### src/rtl/palette_engine.sv
`default_nettype none
// ============================================================================
// Module   : palette_engine
// Purpose  : Runtime-programmable colour palette. Maps a per-pixel colour
//            index to {R,G,B} across BANKS switchable palettes, scales the
//            result by a frame-synchronous fade level and delivers it
//            through a 2-stage registered pipeline (latency 2).
// Ports    : Clk, Reset       - clock, asynchronous active-high reset
//            pix_valid, index, bank_sel   - pixel lookup request
//            wr_en, wr_bank, wr_addr, wr_data - palette entry write
//            frame_start, fade_req, fade_dir  - fade control
//            red, green, blue, out_valid      - scaled pixel colour
//            fade_busy, fade_level            - fade status (0..2**CH_W)
//            transparent (PALETTE_TRANSPARENT_EN only) - index-0 colour key
// Options  : define PALETTE_TRANSPARENT_EN to add the `transparent` output.
// Revision : 1.0 - initial release
// ============================================================================
module palette_engine #(
  parameter  int unsigned INDEX_W   = 4,
  parameter  int unsigned CH_W      = 4,
  parameter  int unsigned BANKS     = 2,
  parameter  int unsigned FADE_STEP = 1,
  localparam int unsigned BSEL_W    = (BANKS > 1) ? $clog2(BANKS) : 1
) (
  input  logic                Clk,
  input  logic                Reset,
  input  logic                pix_valid,
  input  logic [INDEX_W-1:0]  index,
  input  logic [BSEL_W-1:0]   bank_sel,
  input  logic                wr_en,
  input  logic [BSEL_W-1:0]   wr_bank,
  input  logic [INDEX_W-1:0]  wr_addr,
  input  logic [3*CH_W-1:0]   wr_data,
  input  logic                frame_start,
  input  logic                fade_req,
  input  logic                fade_dir,
  output logic [CH_W-1:0]     red,
  output logic [CH_W-1:0]     green,
  output logic [CH_W-1:0]     blue,
  output logic                out_valid,
  output logic                fade_busy,
  output logic [CH_W:0]       fade_level
`ifdef PALETTE_TRANSPARENT_EN
  ,
  output logic                transparent
`endif
);

  localparam int unsigned ENTRIES  = 2 ** INDEX_W;
  localparam int unsigned SLOTS    = 2 ** BSEL_W;
  localparam int unsigned COL_W    = 3 * CH_W;
  localparam int unsigned LVL_W    = CH_W + 1;
  localparam int unsigned MUL_W    = 2 * CH_W + 1;
  localparam int unsigned LVL_FULL = 2 ** CH_W;
  localparam logic [LVL_W-1:0] LVL_MAX = LVL_W'(LVL_FULL);

  // --------------------------------------------------------------------------
  // Palette storage. The array is padded to a power-of-two number of bank
  // slots; slots at or above BANKS read as black and have no storage, so an
  // out-of-range bank_sel yields 0 and an out-of-range wr_bank matches no
  // entry and is silently dropped.
  // --------------------------------------------------------------------------
  logic [COL_W-1:0] palette [SLOTS][ENTRIES];

  for (genvar b = 0; b < SLOTS; b++) begin : g_bank
    for (genvar e = 0; e < ENTRIES; e++) begin : g_entry
      if (b < BANKS) begin : g_live
        // Reset value is a grey ramp spanning the full channel range.
        localparam logic [CH_W-1:0] GREY =
          CH_W'((e * (2 ** CH_W - 1)) / (2 ** INDEX_W - 1));

        logic [COL_W-1:0] entry;

        always_ff @(posedge Clk or posedge Reset) begin
          if (Reset) begin
            entry <= {GREY, GREY, GREY};
          end else if (wr_en && (wr_bank == BSEL_W'(b)) && (wr_addr == INDEX_W'(e))) begin
            entry <= wr_data;
          end
        end

        assign palette[b][e] = entry;
      end else begin : g_void
        assign palette[b][e] = '0;
      end
    end
  end

  // --------------------------------------------------------------------------
  // Stage 1: palette lookup. Entries are registers updated with <=, so a
  // same-cycle write to the entry being read is seen here as the old value.
  // --------------------------------------------------------------------------
  logic             s1_valid;
  logic [COL_W-1:0] s1_color;
`ifdef PALETTE_TRANSPARENT_EN
  logic             s1_key;
`endif

  always_ff @(posedge Clk or posedge Reset) begin
    if (Reset) begin
      s1_valid <= 1'b0;
      s1_color <= '0;
`ifdef PALETTE_TRANSPARENT_EN
      s1_key   <= 1'b0;
`endif
    end else begin
      s1_valid <= pix_valid;
      if (pix_valid) begin
        s1_color <= palette[bank_sel][index];
`ifdef PALETTE_TRANSPARENT_EN
        s1_key   <= (index == '0);
`endif
      end
    end
  end

  // --------------------------------------------------------------------------
  // Stage 2: brightness scaling, (ch * level) >> CH_W. Level 2**CH_W is
  // unity gain, so full brightness reproduces the palette value exactly.
  // --------------------------------------------------------------------------
  function automatic logic [CH_W-1:0] scale(input logic [CH_W-1:0]  ch,
                                            input logic [LVL_W-1:0] lvl);
    logic [MUL_W-1:0] prod;
    prod = MUL_W'(ch) * MUL_W'(lvl);
    return CH_W'(prod >> CH_W);
  endfunction

  always_ff @(posedge Clk or posedge Reset) begin
    if (Reset) begin
      out_valid   <= 1'b0;
      red         <= '0;
      green       <= '0;
      blue        <= '0;
`ifdef PALETTE_TRANSPARENT_EN
      transparent <= 1'b0;
`endif
    end else begin
      out_valid <= s1_valid;
      // Colour outputs hold their last value between valid pixels.
      if (s1_valid) begin
        red         <= scale(s1_color[3*CH_W-1:2*CH_W], fade_level);
        green       <= scale(s1_color[2*CH_W-1:CH_W],   fade_level);
        blue        <= scale(s1_color[CH_W-1:0],        fade_level);
`ifdef PALETTE_TRANSPARENT_EN
        transparent <= s1_key;
`endif
      end
    end
  end

  // --------------------------------------------------------------------------
  // Fade engine. A request is only accepted in IDLE; the level then moves
  // by FADE_STEP on every frame_start until it clamps at 0 or full.
  // --------------------------------------------------------------------------
  typedef enum logic [1:0] {
    IDLE     = 2'd0,
    FADE_OUT = 2'd1,
    FADE_IN  = 2'd2
  } fade_state_t;

  fade_state_t      state;
  fade_state_t      state_nxt;
  logic [LVL_W-1:0] level_nxt;
  logic [31:0]      lvl_wide;

  always_ff @(posedge Clk or posedge Reset) begin
    if (Reset) begin
      state      <= IDLE;
      fade_level <= LVL_MAX;
    end else begin
      state      <= state_nxt;
      fade_level <= level_nxt;
    end
  end

  always_comb begin
    state_nxt = state;
    level_nxt = fade_level;
    lvl_wide  = 32'(fade_level);
    case (state)
      IDLE: begin
        // A frame_start coinciding with the request does not step.
        if (fade_req) begin
          state_nxt = fade_dir ? FADE_IN : FADE_OUT;
        end
      end
      FADE_OUT: begin
        if (frame_start) begin
          if (lvl_wide <= FADE_STEP) begin
            level_nxt = '0;
            state_nxt = IDLE;
          end else begin
            level_nxt = LVL_W'(lvl_wide - FADE_STEP);
          end
        end
      end
      FADE_IN: begin
        if (frame_start) begin
          if (lvl_wide + FADE_STEP >= LVL_FULL) begin
            level_nxt = LVL_MAX;
            state_nxt = IDLE;
          end else begin
            level_nxt = LVL_W'(lvl_wide + FADE_STEP);
          end
        end
      end
      default: begin
        state_nxt = IDLE;
      end
    endcase
  end

  assign fade_busy = (state != IDLE);

endmodule
`default_nettype wire

### config.mk
export PLATFORM = sky130hd
export DESIGN_NAME = palette_engine
export DESIGN_NICKNAME = d
export VERILOG_FILES = /design/src/rtl/palette_engine.sv
export SDC_FILE = /design/constraint.sdc
export NUM_CORES = 1
export LEC_CHECK = 0
export CAP_MARGIN = 30
export CORE_MARGIN = 10
export CORE_UTILIZATION = 45
export CTS_BUF_LIST = sky130_fd_sc_hd__clkbuf_4 sky130_fd_sc_hd__clkbuf_8
export DETAILED_ROUTE_END_ITERATION = 10
export GPL_TIMING_DRIVEN = 0
export PLACE_DENSITY = 0.61
export SETUP_SLACK_MARGIN = 0.5
export SLEW_MARGIN = 20
export SYNTH_ARGS = -nofsm -noshare
export SYNTH_HDL_FRONTEND = slang
export SYNTH_SLANG_ARGS = --single-unit
### constraint.sdc
create_clock -name Clk -period 28.7 [get_ports Clk]
set_clock_uncertainty 0.2 [all_clocks]
set_input_delay 2.87 -clock Clk [delete_from_list [all_inputs] [get_ports Clk]]
set_output_delay 2.87 -clock Clk [all_outputs]
set_load 0.05 [all_outputs]
==> metrics.cfg <==
[detailed_routing]
wl_per_cell_um = 24.7
first_pass_iters = 5
num_vias = 13534
totalWireLength_um = 58700
drtAntennaViolNets = 0
drt-initial-drc-count = 1080
vias_per_cell = 5.70
drc = 0

[logic_synthesis]
syn_nets = 1663
synth_warnings = 0
ys_seq_elements = 417
synth_edf_count = 0
synthFlopType = dfrtp_1
synth.yosys.seq_area_share_pct = 51.1
synth_top_cell_by_area = dfrtp_1
synth_area_leaders = dfrtp_1 (27%), dfstp_2 (24%), mux2_2 (21%)
async_flop_share_pct = 100
synth.top_cell.area_share_pct = 26.8
avgSynthCellArea_um2 = 13.1
synthCells = 1589
synth.distinct_cells = 50
syn_area_mm2 = 0.0209

[grt]
grt_pass1_wl_um = 89000
antenna_found_initial = 0
grt_max_degree = 106
grt_pass1_vias = 14072
grt_util_all_layers_pct = 21.0
grt.overflow.total = 0

[sta]
fmax_mhz = 193
hold_violations = 0
finalCriticalPeriod_ns = 5.17
rsz0062_at_grt = false
tns_ns = 0
period_share_pct = 18.0
worst_pin_slew_ns = 0.928
slew_violations = 0
slew_headroom_pct = 38.1
setup_violations = 0
setup_ws_ns = 23.53

[cts]
clock-sinks = 417
post_cts_buffers = 0
htree_levels = 3
clock_path_buffers = 3
clk_pin_slew_worst_paths_ns = 0.05
cts_root_buffer = clkbuf_8
hold_buffers = 0
clk_latency_ns = 0.63
cts_resized = 0
cts_buffers = 75
tritoncts = yes

[cells_and_area]
diodes = 0
syn_to_final_growth_pct = 14.0
drive_above_1_share_pct = 45.3
fin_nets = 1790
fillers = 4011

[floorplanning]
rows = 78
die_area_mm2 = 0.0554
core_area_mm2 = 0.0457
start_util_pct = 45.7
die_w_um = 235
die_h_um = 235
io-pin-count = 48

[setup_path]
arrival_ns = 5.46
worstPathRequired_ns = 28.99
crit_fanout = 10
cp-start-kind = primary input
crit_type = primary input to register
crit_path_end_kind = register

[place]
dp_slack_ns = 22.99
numPortBuffers = 46
post-dp-hpwl_um = 42100
gp_congestion = 0.921

[power]
powerDensity_mw_per_mm2 = 78.4
ir_drop_v = 0.0000469
p_leak_uw = 0.0106

[job]
cap_violations = 0

[status]
status = finished clean

[hold_path]
hp-class = register to register

-- cells by family after synthesis --
kind of cell               synth area share, %
DFF                                       51.1
and+or+nand+nor                           4.59
buffers and inverters                     3.77
muxes                                     31.0
xor gates and xnor gates                 0.503
adders and majority gates                 3.23
AOI/OAI and AO/OA                         5.81
-- routing by layer --
| metal | global-route usage [%] | vias to the layer above | routed length, µm |
|---|---|---|---|
| met5 | 0 | - | 0 |
| met4 | 7.63 | 0 | 1920 |
| met3 | 3.66 | 109 | 3030 |
| met2 | 33.5 | 363 | 27500 |
| met1 | 28.1 | 7038 | 26200 |
| li1 | - | 6024 | - |
-- stage by stage --
stage / hold WS [ns] / cell area (µm²) / std cells / total power (µW) / util, %
floorplan: 0.149 / 20900 / 1589 / 1150 / -
global placement: 0.152 / 22100 / 2235 / 1280 / 48.4
detailed placement: 0.167 / 22200 / 2239 / 1290 / 48.6
CTS: 0.181 / 23800 / 2375 / 1880 / 52.1
global route: 0.183 / 23800 / 2375 / 1970 / 52.1
finish: 0.172 / 23800 / 2375 / 1870 / 52.1
-- cell usage in the layout (no fill, tap or decap), types with 4 or more instances in the layout --
| cell | n |
|---|---|
| a21oi_1 | 58 |
| a22oi_1 | 99 |
| and2_1 | 32 |
| buf_16 | 4 |
| buf_2 | 48 |
| buf_4 | 8 |
| buf_6 | 9 |
| buf_8 | 4 |
| clkbuf_1 | 56 |
| clkbuf_4 | 31 |
| clkbuf_8 | 94 |
| clkdlybuf4s50_1 | 46 |
| clkinv_2 | 6 |
| clkinvlp_4 | 4 |
| dfrtp_1 | 224 |
| dfstp_2 | 193 |
| fa_1 | 15 |
| ha_1 | 30 |
| inv_1 | 26 |
| mux2_1 | 10 |
| mux2_2 | 392 |
| mux2i_1 | 194 |
| nand2_1 | 55 |
| nand2b_1 | 8 |
| nand3_1 | 9 |
| nand3b_1 | 5 |
| nand4_1 | 4 |
| nor2_1 | 28 |
| nor2b_1 | 6 |
| nor3_1 | 5 |
| nor4_1 | 12 |
| o21ai_0 | 7 |
| or3_1 | 7 |
| xnor2_1 | 12 |
-- final cells by class --
class / instances / area [µm²] / area share (%)
buffer: 127 / 683 / 2.87
clock buffer: 124 / 1520 / 6.38
clock inverter: 12 / 77.6 / 0.326
inverter: 28 / 113 / 0.473
multi-input combinational: 1017 / 9420 / 39.6
sequential: 417 / 10700 / 44.8
tap: 600 / 751 / 3.15
timing repair buffer: 50 / 571 / 2.40
-- worst max-delay path, cell delays in order --
cell,delay (ns)
clkdlybuf4s50_1,0.53
nor2b_1,0.22
clkbuf_1,0.70
a22oi_1,0.37
a21oi_1,0.32
nor4_1,0.14
mux2_2,0.29
-- report_power, final --
part / total, µW / leakage, µW / switching, µW / internal (µW)
clock network: 583 / 0.000847 / 249 / 334
registers: 815 / 0.00486 / 66.8 / 748
logic: 468 / 0.00488 / 252 / 216
total: 1870 / 0.0106 / 568 / 1300
-- final timing paths --
check,startpoint,to,slack (ns),cells past startpoint
setup / recovery,index[1],s1_color[1]$_DFFE_PP0P_,23.53,7
hold / removal,s1_valid$_DFF_PP0_,out_valid$_DFF_PP0_,0.17,0
setup reg to reg,fade_level[2]$_DFFE_PP0P_,blue[2]$_DFFE_PP0P_,24.61,12
hold reg to reg,s1_valid$_DFF_PP0_,out_valid$_DFF_PP0_,0.17,0
max in group asynchronous,Reset,g_bank[1].g_entry[1].g_live.entry[4]$_DFFE_PP1P_,24.60,4
min in group asynchronous,Reset,g_bank[1].g_entry[6].g_live.entry[3]$_DFFE_PP0P_,2.51,2
-- registers in the layout, indices dropped and copies added, names as in the netlist --
register	flops
g_bank.g_entry.g_live.entry	384
fade_level	5
green	4
out_valid	1
state	2
blue	4
s1_color	12
red	4
s1_valid	1
-- synthesized netlist by cell type, types with 2 or more instances --
cell	instances
mux2_1	10
buf_8	4
nor4_1	12
nand4b_1	3
mux2_2	392
xnor2_1	12
and4_1	3
inv_1	27
a221o_1	2
mux2i_1	194
nand2b_1	8
nand3b_1	5
nand3_1	9
a311oi_1	2
a22oi_1	99
and2_1	32
nor3_1	5
nand4_1	4
clkbuf_1	56
nor3b_2	2
ha_1	30
o21ba_2	3
fa_1	15
or2_2	2
nor2b_1	6
a21oi_1	58
nand2_1	55
nor2_1	28
buf_2	48
dfstp_2	193
or3_1	7
o21ai_0	7
buf_6	9
buf_4	8
dfrtp_1	224
Power figures use the tool's default switching activity.
==> variant 1: new RTL, same settings <==
Add a define of `PALETTE_TRANSPARENT_EN`.
--- a/src/rtl/palette_engine.sv
+++ b/src/rtl/palette_engine.sv
@@ -15,6 +15,8 @@
 // Options  : define PALETTE_TRANSPARENT_EN to add the `transparent` output.
 // Revision : 1.0 - initial release
 // ============================================================================
+`define PALETTE_TRANSPARENT_EN
+
 module palette_engine #(
   parameter  int unsigned INDEX_W   = 4,
   parameter  int unsigned CH_W      = 4,
Check against the original RTL (old outputs only; new: transparent): equivalent (equiv_simple and equiv_induct, registers matched by name and starting in step).
==> variant 1 against the original RTL <==
  * Synthesized area decreased by 0.64%
  * Sequential share of layout area increased by 0.35 points
  * Sequential power about the same
  * Via count decreased by 7.5%
  * Count of clock-buffer cells in the layout increased by 3
  * Worst setup slack got worse by 260 ps
  * Combinational power increased by 5.8%
  * Design area decreased by 0.31%
  * Clock power increased by 4.8%
  * Final cell count decreased by 7.6%
  * Non-clock buffer count decreased by 11
  * Sequential cell count increased by 2
  * Power increased by 2.9%
  * Largest power group unchanged
  * Routed wire length decreased by 4.3%
==> variant 1: results (changes against the original RTL) <==
outcome=finished, final reports clean; worst reg2reg startpoint=fade_level[2]$_DFFE_PP0P_; sequential area share after synthesis=0.517 (+0.00568); Mapped Avg Cell Area=14.7 µm² (+12%); NumNets Final=1608 (-10%); fill cell count=3912 (-2.5%); number of cell instances on the worst register-to-register path=12 (unchanged); ANT cells=0 (unchanged); hold path startpoint=g_bank[0].g_entry[13].g_live.entry[9]$_DFFE_PP0P_; Finished Layout Cells=2195 (-7.6%); clock network latency to the later pin of the worst-skew pair=660 ps (+30 ps); terminus of the critical flop-to-flop path=red[3]$_DFFE_PP0P_; combined global-route utilization of all metal layers=0.204 (-0.00546); arrival time reported for the critical path endpoint=2360 ps (-3100 ps); most instantiated cells after synthesis=397 x mux2_2, 226 x dfrtp_1, 193 x dfstp_2; warning count from the yosys run=0 (unchanged); share of cells above drive strength 1=0.562 (+0.109); clock edge transition at the registers on the reported setup and hold paths=around 60 ps; Worst Hold Endpoint=g_bank[0].g_entry[13].g_live.entry[9]$_DFFE_PP0P_; Crit path largest cell delay=790 ps (+90 ps); path class of the lowest-slack min-delay path=flip-flop to flip-flop; Crit-path slowest cell=clkdlybuf4s50_1; first-pass GRT wire length=86.5 mm (-2.8%); worst hold slack after final layout=299 ps (+126 ps); prevailing post-synth register cell=dfrtp_1; registers with the most flip-flops=g_bank.g_entry.g_live.entry x384, s1_color x12, fade_level x5; vias in the first global route=13600 (-3.7%); level count of the clock H-tree=3 (unchanged); clk root buf=clkbuf_8; Distinct cells, synth=58 (+16%); largest driver fanout on the critical path=10 (unchanged); count of buffers added by post-CTS timing repair for setup=0 (unchanged); slew at the pin with the worst max-slew slack=820 ps (-108 ps); source of the critical timing path=state[1]$_DFFE_PP0P_; HPWL reported at the end of detailed placement=39.7 mm (-5.8%); number of buffers inserted by port buffering=45 (-2.2%); Area contributors post-synth=dfrtp_1 27%, dfstp_2 24%, mux2_2 22%; hold depth=1 (+1); initial DRC count=630 (-42%); total instance count after detailed placement=2057 (-8.1%); r2r setup slk=24670 ps (+60 ps); kind of cell adding the most delay to the critical path=buffers and inverters; global placement routability congestion=0.840 (-8.8%); maximum count of clock buffers along a single path=3 (unchanged); largest net degree at the start of global routing=109 (+2.8%); total CTS buffers=75 (unchanged); Routed wire per std cell=25.6 µm (+3.6%); area post-placement=0.0221 mm² (-0.64%); share of flip-flops with an asynchronous set or reset=1.00 (unchanged); synthesized netlist net count=1482 (-11%); number of antenna violations at the first check in global routing=0 (unchanged); routed vias/inst=5.70 (+0.10%); quantity of gates resized following cts=0 (unchanged); leakage power figure=10.1 nW (-4.5%); number of search-and-repair iterations in the first detailed-routing pass=5 (unchanged); largest voltage drop on the vdd net=59.2 µV (+26%)
==> variant 1: stage by stage <==
stage / power [mW] / setup slack, ps
finish: 1.92 / 23270
global placement: 1.30 / 9210
floorplan: 1.18 / 14290
CTS: 1.94 / 23250
global route: 2.02 / 23170
detailed placement: 1.32 / 23010
==> variant 1: routing by layer <==
| metal | global-route usage | routed length (µm) | share of wire | vias to the layer above |
|---|---|---|---|---|
| met4 | 0.0577 | 1040 | 0.018 | 0 |
| met1 | 0.272 | 25400 | 0.45 | 6770 |
| met5 | 0 | 0 | 0 | - |
| met3 | 0.0316 | 2090 | 0.037 | 69 |
| met2 | 0.340 | 27700 | 0.49 | 256 |
| li1 | - | - | - | 5426 |
==> variant 1: cell families after synthesis <==
logic type | after synthesis | share of synthesized area
AO/OA/AOI/OAI | 86 | 0.0291
flip-flops | 419 | 0.517
buffers and inverters | 145 | 0.0337
adder cells (fa/ha/maj) | 45 | 0.0326
XOR/XNOR | 18 | 0.00760
AND/OR/NAND/NOR | 165 | 0.0414
multiplexers | 530 | 0.339
==> variant 1: area by class of cell <==
type                    count  area (µm²)  share of cell area
plain buffers             117         594              0.0250
clock buffers             127        1570              0.0660
clock inverters            11        98.8             0.00416
inverters                  28         113             0.00474
multi-input cells         844        9330               0.393
flip-flops and latches    419       10700               0.452
well taps                 600         751              0.0316
repair buffers             49         561              0.0236
==> variant 1: worst max path at each step <==
stage	cells past startpoint	slack, ps	endpoint
4_1_cts	3	23250	fade_busy
6_report	3	23270	fade_busy
3_3_place_gp	2	9210	g_bank[0].g_entry[13].g_live.entry[1]$_DFFE_PP0P_
3_5_place_dp	8	23010	s1_color[8]$_DFFE_PP0P_
5_1_grt	3	23170	fade_busy
2_1_floorplan	1	14290	blue[0]$_DFFE_PP0P_
==> variant 1: report_power, final <==
| group | switching, mW | total [mW] | internal (mW) |
|---|---|---|---|
| Clock | 0.257 | 0.611 | 0.353 |
| Sequential | 0.0639 | 0.815 | 0.752 |
| Combinational | 0.253 | 0.495 | 0.242 |
| Total | 0.574 | 1.92 | 1.35 |
==> variant 2: new RTL, same flow settings <==
Made on the original files. The 3 states of `fade_state_t` get a one-hot encoding in 3 bits.
--- a/src/rtl/palette_engine.sv
+++ b/src/rtl/palette_engine.sv
@@ -152,10 +152,10 @@
   // Fade engine. A request is only accepted in IDLE; the level then moves
   // by FADE_STEP on every frame_start until it clamps at 0 or full.
   // --------------------------------------------------------------------------
-  typedef enum logic [1:0] {
-    IDLE     = 2'd0,
-    FADE_OUT = 2'd1,
-    FADE_IN  = 2'd2
+  typedef enum logic [2:0] {
+    IDLE     = 3'b001,
+    FADE_OUT = 3'b010,
+    FADE_IN  = 3'b100
   } fade_state_t;
 
   fade_state_t      state;
Function: no difference found for any inputs over 4 cycles, from zero or initial values and one cycle with Reset high; so few cycles prove little.
==> variant 2 against the original RTL <==
  * Power rose by 3.4%
  * Worst setup slack got worse by 160 ps
  * Global-route usage rose by 0.84 points
  * Synthesized cell count fell by 0.50%
  * Sequential cell count rose by 1
  * Critical endpoint is now s1_color[11]$_DFFE_PP0P_
  * Count of clock-buffer cells in the layout rose by 8
  * Routed wire length rose by 4.8%
  * Design area rose by 0.50%
  * Synthesized area rose by 0.14%
  * Critical path depth did not move
==> variant 2: results (changes against the original RTL) <==
outcome=finished, final reports clean; NumNets Final=1785 (-0.28%); initial DRC count=1117 (+3.4%); registers with the most flip-flops=g_bank.g_entry.g_live.entry x384, s1_color x12, fade_level x5; share of cells above drive strength 1=0.455 (+0.00220); synthesized netlist net count=1655 (-0.48%); clock network latency to the later pin of the worst-skew pair=650 ps (+20 ps); largest net degree at the start of global routing=110 (+3.8%); sink count of the clock tree=418 (+0.24%); HPWL reported at the end of detailed placement=43.5 mm (+3.3%); number of antenna violations at the first check in global routing=1 (+1); arrival time reported for the critical path endpoint=5690 ps (+230 ps); total CTS buffers=76 (+1.3%); most instantiated cells after synthesis=392 x mux2_2, 224 x dfrtp_1, 194 x dfstp_2, 194 x mux2i_1, 99 x a22oi_1; global placement routability congestion=0.926 (+0.58%); vias in the first global route=14000 (-0.43%); count of buffers added by post-CTS timing repair for setup=0 (unchanged); Slew HR=0.362 (-0.0191); Distinct cells, synth=52 (+4.0%); quantity of gates resized following cts=0 (unchanged); combined global-route utilization of all metal layers=0.218 (+0.00840); Area contributors post-synth=dfrtp_1 27%, dfstp_2 24%, mux2_2 21%; Routed wire per std cell=25.9 µm (+4.8%); share of flip-flops with an asynchronous set or reset=1.00 (unchanged); fill cell count=3999 (-0.30%); total instance count after detailed placement=2233 (-0.27%); number of buffers inserted by port buffering=46 (unchanged); maximum count of clock buffers along a single path=3 (unchanged); sequential area share after synthesis=0.512 (+0.000553); first-pass GRT wire length=92.3 mm (+3.7%); switching power as a share of total power=0.309 (+0.00498); prevailing post-synth register cell=dfrtp_1; routed vias/inst=5.77 (+1.2%); largest voltage drop on the vdd net=49.3 µV (+5.0%); leakage power figure=10.6 nW (+0.53%); clock edge transition at the registers on the reported setup and hold paths=around 60 ps; total length of routed wires=61.5 mm (+4.8%); path class of the lowest-slack min-delay path=flip-flop to flip-flop; Cells after Synth=1581 (-0.50%); number of flip-flops under the largest register name=384 (unchanged)
## variant 2: changes by cell type after synthesis, moves of 4 or more
cell,before,now
nand3b_1,5,1
o21ai_0,7,3
a22o_1,1,5
or3_1,7,3
nor2_1,28,23
## variant 2: power groups by stage
stage | Sequential [mW] | Combinational [mW] | Clock [mW]
global route | 0.833 | 0.550 | 0.650
floorplan | 0.845 | 0.332 | 0
finish | 0.817 | 0.502 | 0.609
CTS | 0.817 | 0.505 | 0.623
detailed placement | 0.826 | 0.502 | 0
global placement | 0.820 | 0.488 | 0
## variant 2: area by class of cell
class / instances / area share
clock inverter: 8 / 0.00230
multi-input combinational: 1010 / 0.394
buffer: 128 / 0.0289
clock buffer: 132 / 0.0676
inverter: 25 / 0.00424
antenna: 2 / 0.000209
timing repair buffer: 52 / 0.0243
sequential: 418 / 0.447
tap: 600 / 0.0314
## variant 2: kinds of logic (layout without fill, tap and decap cells)
logic type | Yosys count | after routing | synth area share
simple gates | 169 | 169 | 0.0424
fa+ha+maj | 45 | 45 | 0.0323
other cells | 0 | 2 | 0
compound gates | 187 | 187 | 0.0613
flops | 418 | 418 | 0.512
xor+xnor | 13 | 13 | 0.00544
buf+inv | 153 | 345 | 0.0376
mux | 596 | 596 | 0.309
## variant 2: critical path: stages
cell and delay, ps:
clkdlybuf4s50_1 470, nor2b_1 190, clkbuf_1 350, a22oi_1 510, a21oi_1 170, nor4_1 840, mux2_2 290
## variant 2: through the flow
step / util / hold WS, ps / instance area [µm²] / worst slack (ps) / total power, mW
final: 0.524 / 169 / 23900 / 23370 / 1.93
after global placement: 0.484 / 160 / 22100 / 9260 / 1.31
after CTS: 0.524 / 170 / 23900 / 23420 / 1.94
after floorplan: - / 152 / 20900 / 14320 / 1.18
after detailed placement: 0.487 / 157 / 22300 / 22730 / 1.33
after global routing: 0.524 / 175 / 23900 / 23370 / 2.03
## variant 2: path summary, 6_finish.rpt
path,start,endpoint,slack [ps],depth (start not counted)
worst max register to register,fade_level[2]$_DFFE_PP0P_,green[2]$_DFFE_PP0P_,24530,12
worst max-delay path,index[0],s1_color[11]$_DFFE_PP0P_,23370,7
worst min-delay path,s1_valid$_DFF_PP0_,out_valid$_DFF_PP0_,170,0
worst min register to register,s1_valid$_DFF_PP0_,out_valid$_DFF_PP0_,170,0
max in group asynchronous,Reset,g_bank[0].g_entry[1].g_live.entry[4]$_DFFE_PP1P_,24070,5
min in group asynchronous,Reset,g_bank[0].g_entry[1].g_live.entry[10]$_DFFE_PP0P_,2420,2
## variant 2: per-layer routing
metal	up-vias	share of wire	GRT usage
met1	7214	0.47	0.307
met3	76	0.059	0.0434
met4	0	0.020	0.0626
met5	-	0	0
li1	6003	-	-
met2	401	0.45	0.335
